**src/rtl/alu_regfile_pipe.sv**
```systemverilog
// Register file plus 3-bit-coded ALU feeding a single-entry write-back stage
// with valid/ready handshake, operand bypass from WB and a sticky overflow flag.
module alu_regfile_pipe #(
   parameter int unsigned              WORD_SIZE = 16,
   parameter int unsigned              NUM_REGS  = 4,
   parameter logic [WORD_SIZE-1:0]     REG_INIT  = WORD_SIZE'(16'h0010),
   localparam int unsigned             ADDR_W    = $clog2(NUM_REGS)
) (
   input  logic                 clk,
   input  logic                 reset_n,
   input  logic                 op_valid,
   output logic                 op_ready,
   input  logic [2:0]           op_func,
   input  logic [ADDR_W-1:0]    op_rs1,
   input  logic [ADDR_W-1:0]    op_rs2,
   input  logic [ADDR_W-1:0]    op_rd,
   input  logic                 op_wen,
   output logic                 res_valid,
   input  logic                 res_ready,
   output logic [WORD_SIZE-1:0] res_data,
   output logic                 res_ovf,
   output logic                 ovf_sticky,
   input  logic                 ovf_clear,
   input  logic [ADDR_W-1:0]    dbg_addr,
   output logic [WORD_SIZE-1:0] dbg_data
);

   localparam int unsigned MSB = WORD_SIZE - 1;

   logic [WORD_SIZE-1:0] r_regs [NUM_REGS];
   logic                 r_res_valid;
   logic [WORD_SIZE-1:0] r_res_data;
   logic                 r_res_ovf;
   logic                 r_sticky;
   logic [ADDR_W-1:0]    r_wb_rd;
   logic                 r_wb_wen;

   logic                 w_accept;
   logic                 w_retire;
   logic                 w_wb_fwd;
   logic [WORD_SIZE-1:0] w_rf_a;
   logic [WORD_SIZE-1:0] w_rf_b;
   logic [WORD_SIZE-1:0] w_opa;
   logic [WORD_SIZE-1:0] w_opb;
   logic [WORD_SIZE-1:0] w_sum;
   logic [WORD_SIZE-1:0] w_diff;
   logic [WORD_SIZE-1:0] w_alu;
   logic                 w_ovf;

   function automatic logic in_range(input logic [ADDR_W-1:0] a);
      return (32'(a) < NUM_REGS);
   endfunction

   assign op_ready   = !r_res_valid || res_ready;
   assign w_accept   = op_valid && op_ready;
   assign w_retire   = r_res_valid && res_ready;
   assign res_valid  = r_res_valid;
   assign res_data   = r_res_data;
   assign res_ovf    = r_res_ovf;
   assign ovf_sticky = r_sticky;

   // Out-of-range addresses read as zero; the bypass only forwards writes that will land.
   always_comb begin
      w_rf_a   = '0;
      w_rf_b   = '0;
      dbg_data = '0;
      if (in_range(op_rs1))   w_rf_a   = r_regs[op_rs1];
      if (in_range(op_rs2))   w_rf_b   = r_regs[op_rs2];
      if (in_range(dbg_addr)) dbg_data = r_regs[dbg_addr];
   end

   assign w_wb_fwd = r_res_valid && r_wb_wen && in_range(r_wb_rd);
   assign w_opa    = (w_wb_fwd && (r_wb_rd == op_rs1)) ? r_res_data : w_rf_a;
   assign w_opb    = (w_wb_fwd && (r_wb_rd == op_rs2)) ? r_res_data : w_rf_b;
   assign w_sum    = w_opa + w_opb;
   assign w_diff   = w_opa - w_opb;

   always_comb begin
      w_alu = '0;
      w_ovf = 1'b0;
      case (op_func)
         3'b000: begin
            w_alu = w_sum;
            w_ovf = (w_opa[MSB] == w_opb[MSB]) && (w_sum[MSB] != w_opa[MSB]);
         end
         3'b001: begin
            w_alu = w_diff;
            w_ovf = (w_opa[MSB] != w_opb[MSB]) && (w_diff[MSB] != w_opa[MSB]);
         end
         3'b010: w_alu = w_opa & w_opb;
         3'b011: w_alu = w_opa | w_opb;
         3'b100: w_alu = w_opa ^ w_opb;
         3'b101: w_alu = ~w_opa;
         3'b110: w_alu = {w_opa[MSB-1:0], 1'b0};
         3'b111: w_alu = {w_opa[MSB], w_opa[MSB:1]};
         default: w_alu = '0;
      endcase
   end

   // Register file, WB stage and sticky flag; retire writes back, accept reloads WB.
   always_ff @(posedge clk or negedge reset_n) begin
      if (!reset_n) begin
         for (int i = 0; i < int'(NUM_REGS); i++) r_regs[i] <= REG_INIT;
         r_res_valid <= 1'b0;
         r_res_data  <= '0;
         r_res_ovf   <= 1'b0;
         r_sticky    <= 1'b0;
         r_wb_rd     <= '0;
         r_wb_wen    <= 1'b0;
      end else begin
         if (w_retire && r_wb_wen && in_range(r_wb_rd)) r_regs[r_wb_rd] <= r_res_data;
         if (w_retire && r_res_ovf)  r_sticky <= 1'b1;
         else if (ovf_clear)         r_sticky <= 1'b0;
         if (w_accept) begin
            r_res_valid <= 1'b1;
            r_res_data  <= w_alu;
            r_res_ovf   <= w_ovf;
            r_wb_rd     <= op_rd;
            r_wb_wen    <= op_wen;
         end else if (w_retire) begin
            r_res_valid <= 1'b0;
         end
      end
   end

endmodule

```
**config.mk**
```make
export PLATFORM = sky130hd
export DESIGN_NAME = alu_regfile_pipe
export DESIGN_NICKNAME = d
export VERILOG_FILES = /design/src/rtl/alu_regfile_pipe.sv
export SDC_FILE = /design/constraint.sdc
export NUM_CORES = 1
export LEC_CHECK = 0
export CAP_MARGIN = 25
export CORE_ASPECT_RATIO = 0.5
export CORE_MARGIN = 5
export CORE_UTILIZATION = 55
export DETAILED_ROUTE_END_ITERATION = 8
export GPL_TIMING_DRIVEN = 0
export PLACE_DENSITY = 0.78
export SYNTH_ARGS = -nofsm -noshare
export SYNTH_HDL_FRONTEND = slang
export SYNTH_SLANG_ARGS = --single-unit
```
**constraint.sdc**
```tcl
create_clock -name clk -period 4.18 [get_ports clk]
set_input_delay 0.418 -clock clk [delete_from_list [all_inputs] [get_ports clk]]
set_output_delay 0.418 -clock clk [all_outputs]
set_load 0.05 [all_outputs]
```
==> results_dict.tcl <==
set metrics [dict create \
    status "completed" \
    drt_first_pass_iters 5 \
    grt_pass1_vias 6742 \
    pwr_density_cell_nw_per_um2 905 \
    start_util 0.563 \
    design_area_sq_um 8940 \
    synthFlopType "dfrtp_1" \
    cts_root_buf "clkbuf_16" \
    top_layer "met4" \
    cp_num_cells 13 \
    synth_compound_area_frac 0.182 \
    synth_most_common_cell "mux2_2" \
    peakVddDrop_mv 0.406 \
    dieArea_sq_um 16500 \
    gr-usage-all-layers 0.313 \
    power.static_leakage_uw 0.00367 \
    core.rowCount 30 \
    cts_buffers 9 \
    grt_overflow 0 \
    fin_worst_skew_ps 25.1 \
    synth-async-reset-ratio 1.00 \
    tightest_slew_ps 912 \
    synth_top_family_by_area "multiplexers" \
    cts.clk_slew.worst_paths_ps 100 \
    reg2reg_depth 13 \
    avgSynthCellArea_sq_um 10.2 \
    max_freq_ghz 0.243 \
    synthCells 747 \
    synth_edf_count 0 \
    synth_top_cells_by_count "mux2_2, dfrtp_1, inv_1, nor2_1, a21oi_1" \
    wl_met3_mm 3.45 \
    fp.dieH_um 93.3 \
    synth_xor_area_frac 0.0138 \
    hp-class "primary input to async pin" \
    globalplace.congestion 1.01 \
    crit_arrival_ps 4430 \
    period_share 0.986 \
    slew_headroom 0.390 \
    cts_tree "built" \
    fin_ws_ps 58.8 \
    max_stage_delay_ps 590 \
    clock_sinks 86 \
    yosys.area.top_type "dfrtp_1" \
    grt_max_degree 67 \
    dpl_worst_slack_ps -920 \
    nNetsFinal 875 \
    ys_top_cells_by_area "dfrtp_1, mux4_2, mux2_2, ha_1, a21oi_1" \
    n_fill_cell 1015 \
    crit_buf_inv 2 \
    ant_nets 0 \
    syn_area_sq_um 7630 \
    syn2layout_area_growth_pct 17.2 \
    slew_violations 0 \
    ys_seq_elements 86 \
    diodes 0 \
    post_dp_cell_area_sq_um 8350 \
    setup_viol 0 \
    grt_pass1_wl_mm 39.5 \
    wl_per_cell_um 25.7 \
    clk_latency_ps 370 \
    antenna_found_initial 0 \
    wl_mm 26.0 \
    via_per_inst 7.02 \
    max-cap-violations 0 \
    critPathKind "primary input to flop" \
    core-area_sq_um 13600 \
    ys_types 80 \
    synthMuxAreaShare 0.288 \
    io_pins 53 \
    hold_violations 0 \
    start_kind "primary input" \
    hpwlAfterDp_mm 18.3 \
    clockBufferDepth 2 \
    cp-end-kind "flop" \
    die_w_um 177 \
    drive_gt1_frac 0.274 \
    htreeDepth 3 \
    fin_tns_setup_ps 0 \
    fin_crit_ps 4120 \
    ys_warn_count 0 \
    holdWs_ps 519 \
    synthAdderAreaFrac 0.0748 \
    vias 7089 \
    port_buffers 45 \
    syn-num-nets 809 \
    cp_top_family "compound AO/OA/AOI/OAI gates" \
    synth_top_area_share 0.269 \
    synth-simple-area-share 0.106 \
    slowest_stage "clkbuf_1" \
    drtIter0Drc 1033 \
    cp_cell_sequence "buf_2 -> clkbuf_1 -> mux4_2 -> mux2_4 -> ha_1 -> o21bai_2 -> a21oi_4 -> nor3_2 -> a2111oi_4 -> a2111o_1 -> a31oi_4 -> a2111oi_2 -> o32a_1" \
    worstPathRequired_ps 4490 \
    remaining_drc_errors 0 \
    wl_met1_mm 10.7 \
    route.met2.wl_mm 11.2 \
    crit_fanout 10 \
    synth_seq_area_share 0.283 \
]
worst paths after layout:
path                                             start                       end  slack (ps)
min in group clk                 r_regs[1]$_DFFE_PN0P_     r_regs[1]$_DFFE_PN0P_         550
worst max register to register  r_wb_rd[0]$_DFFE_PN0P_  res_data[13]$_DFFE_PN0P_         120
worst max-delay path                         op_rs2[1]  res_data[13]$_DFFE_PN0P_          60
worst min register to register   r_regs[1]$_DFFE_PN0P_     r_regs[1]$_DFFE_PN0P_         550
worst min-delay path                           reset_n    r_regs[13]$_DFFE_PN0P_         520
max in group asynchronous                      reset_n    r_regs[52]$_DFFE_PN1P_        2990
state kept, by name, indices dropped and copies added, names as in the netlist:
register / count
ovf_sticky: 1
r_regs: 64
r_wb_rd: 2
r_wb_wen: 1
res_data: 16
res_ovf: 1
res_valid: 1
cell families (layout without fill, tap and decap cells):
group / count (synthesis) / count (layout)
compound gates: 191 / 191
fa+ha+maj: 45 / 45
xor+xnor: 12 / 12
flops: 86 / 86
buf+inv: 99 / 170
simple gates: 168 / 168
mux: 146 / 146
layout by cell type (no fill, tap or decap), drive strengths merged, types with 6 or more instances in the layout:
| cell | synthesis | layout |
|---|---|---|
| mux2 | 87 | 87 |
| dfrtp | 82 | 82 |
| inv | 50 | 54 |
| nor2 | 49 | 49 |
| a21oi | 48 | 48 |
| mux4 | 48 | 48 |
| clkdlybuf4s50 | 0 | 44 |
| nand2 | 44 | 44 |
| ha | 44 | 44 |
| clkbuf | 32 | 39 |
| o21ai | 30 | 30 |
| buf | 17 | 29 |
| nor3 | 18 | 18 |
| nand3 | 13 | 13 |
| a221oi | 12 | 12 |
| mux2i | 11 | 11 |
| o22ai | 10 | 10 |
| or3 | 9 | 9 |
| o211ai | 8 | 8 |
| o221ai | 8 | 8 |
| a211oi | 7 | 7 |
| a31oi | 7 | 7 |
| and3 | 7 | 7 |
| xor2 | 7 | 7 |
| o21bai | 6 | 6 |
| a2111oi | 6 | 6 |
metrics by stage:
stage | power (uW) | util | instances
after floorplan | 5250 | - | 747
after global placement | 6600 | 0.614 | 984
after detailed placement | 6740 | 0.617 | 986
after CTS | 7730 | 0.646 | 1003
after global routing | 8510 | 0.660 | 1010
final | 8090 | 0.660 | 1010
area by class of cell:
class | instances | area [sq um] | share of cell area
plain buffers | 45 | 219 | 0.0245
clock buffers | 9 | 225 | 0.0252
clock inverters | 7 | 73.8 | 0.00826
inverters | 50 | 190 | 0.0213
multi-input cells | 562 | 5260 | 0.588
flip-flops and latches | 86 | 2160 | 0.242
well taps | 192 | 240 | 0.0269
repair buffers | 59 | 573 | 0.0641
where the power goes:
| group | switching (uW) | leakage [uW] | internal, uW |
|---|---|---|---|
| sequential | 550 | 0.00104 | 1230 |
| combinational | 3260 | 0.00248 | 2210 |
| clock | 423 | 0.000147 | 425 |
worst register-to-register path: stages (launching register included):
cell and delay (ps):
dfrtp_2 490, xor2_4 190, or3_4 380, buf_6 180, mux2_4 370, ha_1 320, o21bai_2 90, a21oi_4 260
nor3_2 90, a2111oi_4 490, a2111o_1 370, a31oi_4 160, a2111oi_2 430, o32a_1 210
repair_timing:
item / CTS / global route
resized for setup: 23 / 28
pin swaps: 4 / 10
hold buffers: 1 / 0
setup endpoints to repair: 12 / 10
endpoints found under the hold margin: 20 / 0
setup buffers: 2 / 7
layer usage:
metal,track usage,vias to the layer above
met1,0.443,3539
met4,0.0869,0
met5,0,-
li1,-,2994
met2,0.462,495
met3,0.106,61
Power figures use the tool's default switching activity.
